==> config.mk <==
export PLATFORM = sky130hd
export DESIGN_NAME = multdiv_sequencer
export DESIGN_NICKNAME = d
export VERILOG_FILES = /design/src/rtl/multdiv_pkg.sv /design/src/rtl/multdiv_step_counter.sv /design/src/rtl/multdiv_sequencer.sv
export SDC_FILE = /design/constraint.sdc
export NUM_CORES = 1
export LEC_CHECK = 0
export ABC_AREA = 1
export CAP_MARGIN = 25
export CORE_UTILIZATION = 52
export DETAILED_ROUTE_END_ITERATION = 10
export PLACE_DENSITY = 0.86
export SYNTH_ARGS = -nofsm -noshare
export SYNTH_HDL_FRONTEND = slang
export SYNTH_HIERARCHICAL = 1
export SYNTH_SLANG_ARGS = --single-unit
==> constraint.sdc <==
create_clock -name clk -period 2.4 [get_ports clk]
set_input_delay 0.6 -clock clk [delete_from_list [all_inputs] [get_ports clk]]
set_output_delay 0.6 -clock clk [all_outputs]
set_load 0.1 [all_outputs]
==> src/rtl/multdiv_pkg.sv <==
// Shared types and constants for the multdiv operation sequencer.
package multdiv_pkg;

    typedef enum logic [1:0] {
        ST_IDLE = 2'd0,
        ST_RUN  = 2'd1,
        ST_DONE = 2'd2,
        ST_HOLD = 2'd3
    } state_t;

    localparam int unsigned MULT_CYCLES_DEF = 32;
    localparam int unsigned DIV_CYCLES_DEF  = 33;

    // Counter width able to hold the largest step index of either operation.
    function automatic int unsigned step_width(input int unsigned a, input int unsigned b);
        return $clog2((a > b) ? a : b);
    endfunction

endpackage

==> src/rtl/multdiv_step_counter.sv <==
// Iteration index counter: clear has priority over increment.
module multdiv_step_counter #(
    parameter int unsigned CNT_W = 6
) (
    input  logic             clk,
    input  logic             reset,
    input  logic             i_clear,
    input  logic             i_en,
    output logic [CNT_W-1:0] o_count
);

    logic [CNT_W-1:0] r_count;

    always_ff @(posedge clk or posedge reset) begin
        if (reset) begin
            r_count <= '0;
        end else if (i_clear) begin
            r_count <= '0;
        end else if (i_en) begin
            r_count <= r_count + CNT_W'(1);
        end
    end

    assign o_count = r_count;

endmodule

==> src/rtl/multdiv_sequencer.sv <==
// Sequences multi-cycle MULT/DIV operations: step index, busy, op tag and
// registered result-ready / hold pulses, with restart and early completion.
module multdiv_sequencer
    import multdiv_pkg::*;
#(
    parameter int unsigned MULT_CYCLES = MULT_CYCLES_DEF,
    parameter int unsigned DIV_CYCLES  = DIV_CYCLES_DEF,
    parameter int unsigned CNT_W       = step_width(MULT_CYCLES, DIV_CYCLES)
) (
    input  logic             clk,
    input  logic             reset,
    input  logic             ctrl_MULT,
    input  logic             ctrl_DIV,
    input  logic             early_done,
    output logic             busy,
    output logic             op_div,
    output logic [CNT_W-1:0] step,
    output logic             data_resultRDY,
    output logic             data_resultRDY_hold
);

    // Step value in the last RUN cycle; the following edge enters DONE.
    localparam logic [CNT_W-1:0] MULT_LAST = CNT_W'(MULT_CYCLES - 2);
    localparam logic [CNT_W-1:0] DIV_LAST  = CNT_W'(DIV_CYCLES - 2);

    state_t           r_state;
    logic             r_op_div;
    logic             r_busy;
    logic             r_rdy;
    logic             r_hold;
    logic             w_start;
    logic             w_run;
    logic [CNT_W-1:0] w_step;
    logic [CNT_W-1:0] w_last;

    assign w_start = ctrl_MULT | ctrl_DIV;
    assign w_run   = (r_state == ST_RUN);
    assign w_last  = r_op_div ? DIV_LAST : MULT_LAST;

    multdiv_step_counter #(
        .CNT_W (CNT_W)
    ) u_step_counter (
        .clk     (clk),
        .reset   (reset),
        .i_clear (w_start),
        .i_en    (w_run),
        .o_count (w_step)
    );

    // Output flags are registered alongside the state they decode.
    always_ff @(posedge clk or posedge reset) begin
        if (reset) begin
            r_state  <= ST_IDLE;
            r_op_div <= 1'b0;
            r_busy   <= 1'b0;
            r_rdy    <= 1'b0;
            r_hold   <= 1'b0;
        end else begin
            r_busy <= 1'b0;
            r_rdy  <= 1'b0;
            r_hold <= 1'b0;
            if (w_start) begin
                r_state  <= ST_RUN;
                r_op_div <= ctrl_DIV;
                r_busy   <= 1'b1;
            end else begin
                case (r_state)
                    ST_RUN: begin
                        if (early_done || (w_step == w_last)) begin
                            r_state <= ST_DONE;
                            r_rdy   <= 1'b1;
                        end else begin
                            r_busy <= 1'b1;
                        end
                    end
                    ST_DONE: begin
                        r_state <= ST_HOLD;
                        r_hold  <= 1'b1;
                    end
                    ST_HOLD: begin
                        r_state <= ST_IDLE;
                    end
                    ST_IDLE: begin
                        r_state <= ST_IDLE;
                    end
                endcase
            end
        end
    end

    assign busy                = r_busy;
    assign op_div              = r_op_div;
    assign step                = w_step;
    assign data_resultRDY      = r_rdy;
    assign data_resultRDY_hold = r_hold;

endmodule

==> impl_metrics.py, run 1 <==
metrics = {
    "final_layout": {
        "drive_gt1_share_pct": 23.5,
        "final_net_count": 112,
        "most_used_cells_in_the_layout_excluding_fill_and_tap_cells": "20 x sky130_fd_sc_hd__nand2_1, 13 x sky130_fd_sc_hd__inv_1, 12 x sky130_fd_sc_hd__dfrtp_1",
        "finalCoreUtilization_pct": 66.7,
        "layout_commonest_cell": "sky130_fd_sc_hd__nand2_1",
        "antennaDiodeCount": 0,
        "area_delta_synth_final_pct": 20.1,
    },
    "clocking": {
        "h-tree-depth": 1,
        "clock_latency_ns": 0.27,
        "cts_resized": 0,
        "postCtsSetupBuffers": 0,
        "clkSlewWorstSetupHoldPaths_ns": 0.07,
        "cts.sinks": 12,
        "ctsHoldBuffers": 0,
        "cts-root-buf": "sky130_fd_sc_hd__clkbuf_4",
        "cts.path.max_buffers": 2,
        "numCtsBuffers": 3,
        "cts_tree": "done",
    },
    "pwr": {
        "vdd_ir_drop_max_mv": 0.386,
        "cellLeakagePower_nw": 0.473,
        "powerDensity_nw_per_um2": 520,
        "power.total_w": 0.000451,
    },
    "global_route": {
        "antenna_violations_before_repair": 0,
        "gr-usage-all-layers_pct": 23.5,
        "globalRoute.totalOverflow": 0,
        "grt_first_pass_wirelength_um": 2270,
        "pin_count_of_the_biggest_net_entering_global_routing": 8,
        "first_global_vias": 535,
    },
    "timing": {
        "post_route_minimum_period_ns": 1.78,
        "max_freq_ghz": 0.562,
        "setup_viol_count_final": 0,
        "rsz0062_at_grt": "no",
        "worstMarginPinSlew_ns": 0.406,
        "worst_setup_skew_after_layout_ns": 0.00139,
        "finalHoldWorstSlack_ns": 0.571,
        "setup-tns-final_ns": 0,
        "final.period_utilization_pct": 74.1,
        "hold_violations": 0,
        "finalMaxSlewViolations": 0,
        "timing.max_slew.rel_slack_pct": 72.9,
    },
    "detailed_routing": {
        "dr_total_vias": 593,
        "detail_route.first_pass.iterations": 8,
        "detail_route.wirelength_um": 1420,
        "detail_route.drc_violations": 1,
        "avgRoutedWirePerCell_um": 12.2,
        "route.detailed.vias_per_inst": 5.07,
        "detail_route.iter0.violations": 18,
        "final_antenna_net_count": 0,
    },
    "worst_setup_path": {
        "cp_data_required_time_ns": 2.56,
        "timing.critical_path.from_type": "primary input",
        "worst-endpoint-arrival_ns": 1.94,
        "critical_path.max_fanout": 7,
        "end_kind": "flip-flop",
        "criticalPathCategory": "in -> reg",
    },
    "floorplan": {
        "chipWidth_um": 39.3,
        "core_area_um2": 1300,
        "pin_count": 15,
        "design.die.area_um2": 1540,
        "starting_density_pct": 55.6,
        "die_h_um": 39.3,
        "placementRows": 13,
    },
    "place": {
        "gpl.final_weighted_congestion": 0.693,
        "portBuffers": 14,
        "dp.final_hpwl_um": 1060,
    },
    "run_status": {
        "status": "finished, violations left",
        "failed_checks": "design-rule violations",
    },
    "logic_synthesis": {
        "synthDominantCellAreaShare_pct": 41.5,
        "netlist_area_um2": 723,
        "yosys_warnings": 6,
        "synthesis.instances": 86,
        "postSynthNetCount": 94,
        "synth.avg_cell_area_um2": 8.41,
        "postSynthRegisterBits": 12,
        "yosysTopAreaCell": "sky130_fd_sc_hd__dfrtp_1",
        "synth.distinct_cells": 24,
        "sequential_cell_area_fraction_in_the_yosys_report_pct": 41.5,
        "synthTopCellsByArea": "sky130_fd_sc_hd__dfrtp_1 42%, sky130_fd_sc_hd__nand2_1 10%, sky130_fd_sc_hd__inv_1 6.7%",
    },
    "run": {
        "max_cap_violation_count": 0,
    },
    "min_path": {
        "class_of_the_worst_hold_path": "in -> async",
    },
}
synth_stat cells:
cell and count:
sky130_fd_sc_hd__o21ai_0 1, sky130_fd_sc_hd__nand3_1 4, sky130_fd_sc_hd__o21bai_1 1, sky130_fd_sc_hd__buf_6 1, sky130_fd_sc_hd__nand3_2 2, sky130_fd_sc_hd__nor2_1 9
sky130_fd_sc_hd__or2_1 1, sky130_fd_sc_hd__nand4_1 5, sky130_fd_sc_hd__bufinv_8 1, sky130_fd_sc_hd__clkinv_2 1, sky130_fd_sc_hd__nor3b_1 1, sky130_fd_sc_hd__inv_1 13
sky130_fd_sc_hd__nor2_8 1, sky130_fd_sc_hd__dfrtp_1 12, sky130_fd_sc_hd__nor2_4 1, sky130_fd_sc_hd__a21oi_1 1, sky130_fd_sc_hd__nand2_1 20, sky130_fd_sc_hd__o21ai_1 1
sky130_fd_sc_hd__ha_1 3, sky130_fd_sc_hd__xnor2_1 1, sky130_fd_sc_hd__a21boi_1 1, sky130_fd_sc_hd__inv_2 3, sky130_fd_sc_hd__nand2_2 1, sky130_fd_sc_hd__nand4_4 1
final cells by class:
| cell class | count | area [um^2] |
|---|---|---|
| timing repair buffer | 14 | 115 |
| multi-input combinational | 55 | 329 |
| clock buffer | 3 | 22.5 |
| sequential | 12 | 300 |
| tap | 15 | 18.8 |
| fill | 107 | 433 |
| inverter | 18 | 82.6 |
critical path: stages:
cell and delay (ns):
sky130_fd_sc_hd__clkdlybuf4s50_1 0.47, sky130_fd_sc_hd__or2_1 0.35, sky130_fd_sc_hd__inv_2 0.13, sky130_fd_sc_hd__nand2_2 0.13, sky130_fd_sc_hd__nand2_1 0.06, sky130_fd_sc_hd__o21ai_0 0.14, sky130_fd_sc_hd__nor2_1 0.06
worst paths after layout:
check                                  startpoint                                     to  slack [ns]  cells after the start
setup / recovery                        ctrl_MULT  u_step_counter/o_count[2]$_DFFE_PP0P_        0.62                      7
hold / removal                              reset                     op_div$_DFFE_PP0P_        0.57                      2
setup reg to reg           r_state[1]$_DFFE_PP0P_                 r_state[0]$_DFFE_PP0P_        0.97                      7
hold reg to reg                op_div$_DFFE_PP0P_                     op_div$_DFFE_PP0P_        0.57                      2
max in group asynchronous                   reset  u_step_counter/o_count[5]$_DFFE_PP0P_        1.62                      2
min in group clk               op_div$_DFFE_PP0P_                     op_div$_DFFE_PP0P_        0.57                      2
routing by layer:
| metal | track usage (%) | up-vias | wire length (um) |
|---|---|---|---|
| li1 | - | 300 | - |
| met3 | 8.52 | 4 | 45 |
| met4 | 12.9 | 0 | 23 |
| met2 | 40.4 | 17 | 774 |
| met5 | 0 | - | 0 |
| met1 | 24.5 | 272 | 579 |
sequential cells by signal, indices dropped and copies added (netlist names):
signal and count:
data_resultRDY 1, op_div 1, u_step_counter/o_count 6, data_resultRDY_hold 1, busy 1, r_state 2
metrics by stage:
stage / cell area (um^2) / worst slack [ns] / cells
after CTS: 868 / 0.635 / 117
after global placement: 846 / 0.371 / 114
after detailed placement: 846 / 0.347 / 114
final: 868 / 0.622 / 117
after floorplan: 723 / 0.698 / 86
after global routing: 868 / 0.512 / 117
where the power goes:
group / leakage, nW / switching [W] / internal (W) / total, W
clock network: 0.0138 / 0.0000629 / 0.0000580 / 0.000121
logic: 0.304 / 0.0000757 / 0.0000366 / 0.000112
registers: 0.155 / 0.00000818 / 0.000210 / 0.000218
total: 0.473 / 0.000147 / 0.000305 / 0.000451
logic make-up after synthesis:
| kind of cell | count (synthesis) | share of synthesized area [%] |
|---|---|---|
| buf+inv | 19 | 13.0 |
| simple gates | 46 | 34.9 |
| fa+ha+maj | 3 | 5.19 |
| flops | 12 | 41.5 |
| xor+xnor | 1 | 1.21 |
| compound gates | 5 | 4.15 |
No activity file was read; power rests on OpenSTA's default activity.
==> inputs of run 2 (changes only) <==
Settings changed: CORE_UTILIZATION 52 to 44, PLACE_DENSITY 0.86 to 0.78.
Clock period 2.4 ns to 1.5 ns, I/O delays scaled along.
==> impl_metrics.py, run 2 (synthesis gave the netlist of run 1 again) <==
metrics = {
    "place": {
        "detailed_place.area_um2": 1020,
        "portBuffers": 14,
        "gpl.final_weighted_congestion": 0.798,
        "dp_cells": 120,
        "dp.final_hpwl_um": 1120,
    },
    "pwr": {
        "internal_power_w": 0.000530,
        "p_comb_share_pct": 27.5,
        "power.net_switching_w": 0.000254,
        "power.total_w": 0.000784,
        "vdd_ir_drop_max_mv": 0.522,
        "pwr-share-seq_pct": 45.2,
        "p_sw_share_pct": 32.4,
        "share_clk_of_total_power_pct": 27.3,
        "cellLeakagePower_nw": 0.522,
        "powerDensity_nw_per_um2": 751,
    },
    "worst_setup_path": {
        "worstPathCellList": "inv_1, ha_1, buf_4, inv_2, nand2_2, nand2_1, o21ai_0, nor2_1",
        "timing.rr.end": "u_step_counter/o_count[2]$_DFFE_PP0P_",
        "timing.critical_path.from_type": "flip-flop",
        "r2r.worst_path.cells": 8,
        "worst_setup_path_endpoint": "u_step_counter/o_count[2]$_DFFE_PP0P_",
        "critPathMaxStageDelay_ns": 0.41,
        "number_of_gates_on_the_worst_path_with_buffers_counted": 8,
        "timing.critical_path.from": "r_state[1]$_DFFE_PP0P_",
        "worst-endpoint-arrival_ns": 1.57,
        "cp_top_family": "flip-flops",
        "criticalPathCategory": "reg -> reg",
        "r2r_slack_ns": 0.09,
        "end_kind": "flip-flop",
        "critPathSlowestCell": "sky130_fd_sc_hd__dfrtp_1",
        "crit-reg2reg-launch": "r_state[1]$_DFFE_PP0P_",
        "crit_buf_inv": 3,
        "critical_path.max_fanout": 5,
        "cp_data_required_time_ns": 1.67,
    },
    "timing": {
        "worstMarginPinSlew_ns": 0.274,
        "setup_viol_count_final": 0,
        "final.period_utilization_pct": 93.9,
        "hold_violations": 0,
        "rsz0062_at_grt": "no",
        "max_freq_ghz": 0.710,
        "post_route_minimum_period_ns": 1.41,
        "worst_setup_skew_after_layout_ns": 0.000555,
        "finalHoldWorstSlack_ns": 0.341,
        "finalMaxSlewViolations": 0,
        "setup-tns-final_ns": 0,
        "timing.max_slew.rel_slack_pct": 81.7,
    },
    "floorplan": {
        "placementRows": 14,
        "pin_count": 15,
        "chipWidth_um": 42.5,
        "core_area_um2": 1520,
        "starting_density_pct": 47.5,
        "die_h_um": 42.5,
        "design.die.area_um2": 1810,
    },
    "clocking": {
        "cts.sinks": 12,
        "cts_resized": 0,
        "clock_latency_ns": 0.27,
        "cts_tree": "done",
        "ctsHoldBuffers": 0,
        "postCtsSetupBuffers": 0,
        "cts-root-buf": "sky130_fd_sc_hd__clkbuf_4",
        "cts.path.max_buffers": 2,
        "numCtsBuffers": 3,
        "clkSlewWorstSetupHoldPaths_ns": 0.07,
        "h-tree-depth": 1,
    },
    "final_layout": {
        "design_area_um2": 1040,
        "area_delta_synth_final_pct": 44.5,
        "antennaDiodeCount": 0,
        "flip_flop_count_of_the_largest_register_after_layout": 6,
        "multiInputGateArea_um2": 329,
        "nFillCells": 113,
        "finish.cell_count_without_fillers": 124,
        "most_used_cells_in_the_layout_excluding_fill_and_tap_cells": "20 x sky130_fd_sc_hd__nand2_1, 13 x sky130_fd_sc_hd__inv_1, 10 x sky130_fd_sc_hd__buf_12",
        "layout_commonest_cell": "sky130_fd_sc_hd__nand2_1",
        "final_net_count": 117,
        "sequential_cell_area_um2": 309,
        "drive_gt1_share_pct": 33.3,
    },
    "global_route": {
        "first_global_vias": 594,
        "pin_count_of_the_biggest_net_entering_global_routing": 8,
        "globalRoute.totalOverflow": 0,
        "antenna_violations_before_repair": 0,
        "gr-usage-all-layers_pct": 17.6,
        "grt_first_pass_wirelength_um": 2350,
    },
    "detailed_routing": {
        "dr_total_vias": 595,
        "final_antenna_net_count": 0,
        "route.detailed.vias_per_inst": 4.80,
        "avgRoutedWirePerCell_um": 11.3,
        "detail_route.wirelength_um": 1400,
        "detail_route.first_pass.iterations": 2,
        "detail_route.drc_violations": 0,
        "detail_route.iter0.violations": 2,
    },
    "run": {
        "max_cap_violation_count": 0,
    },
    "run_status": {
        "status": "finished, final reports clean",
    },
    "min_path": {
        "class_of_the_worst_hold_path": "in -> async",
    },
}
[run 2: cell types whose count changed in the layout (fill, tap and decap cells not counted), sizes merged]
cell,delta
clkbuf,+1
buf,+5
[run 2: how the worst min path moves through the flow]
stage / end / slack (ns) / depth (start not counted) / start
final: data_resultRDY$_DFF_PP0_ / 0.34 / 2 / reset
after detailed placement: r_state[0]$_DFFE_PP0P_ / 0.55 / 2 / r_state[0]$_DFFE_PP0P_
after floorplan: busy$_DFF_PP0_ / 0.17 / 1 / reset
after global routing: r_state[0]$_DFFE_PP0P_ / 0.38 / 2 / reset
after CTS: r_state[0]$_DFFE_PP0P_ / 0.35 / 2 / reset
after global placement: r_state[0]$_DFFE_PP0P_ / 0.56 / 2 / r_state[0]$_DFFE_PP0P_
[run 2: power by group through the flow]
stage / logic (W) / registers, W / clock network, W
6_report: 0.000216 / 0.000354 / 0.000214
5_1_grt: 0.000231 / 0.000356 / 0.000230
3_3_place_gp: 0.000213 / 0.000360 / 0
4_1_cts: 0.000217 / 0.000354 / 0.000217
3_5_place_dp: 0.000216 / 0.000361 / 0
2_1_floorplan: 0.0000853 / 0.000414 / 0
[run 2: routing by layer]
metal  part of all wire, %  wire [um]  track usage (%)
met1                    45        630             20.3
met2                    50        697             29.5
met3                   2.3         32             2.59
met4                   2.7         38             12.5
met5                     0          0                0
[run 2: layout make-up]
class / count / area share (%)
tap: 16 / 1.92
multi-input combinational: 55 / 31.5
clock buffer: 4 / 2.51
sequential: 12 / 29.6
inverter: 18 / 7.90
timing repair buffer: 19 / 26.6
[run 2: stage by stage]
step / utilization (%) / setup slack, ns
finish: 68.6 / 0.0920
floorplan: - / 0.142
global placement: 66.8 / -0.132
detailed placement: 66.8 / -0.153
global route: 68.6 / 0.0281
CTS: 68.6 / 0.114
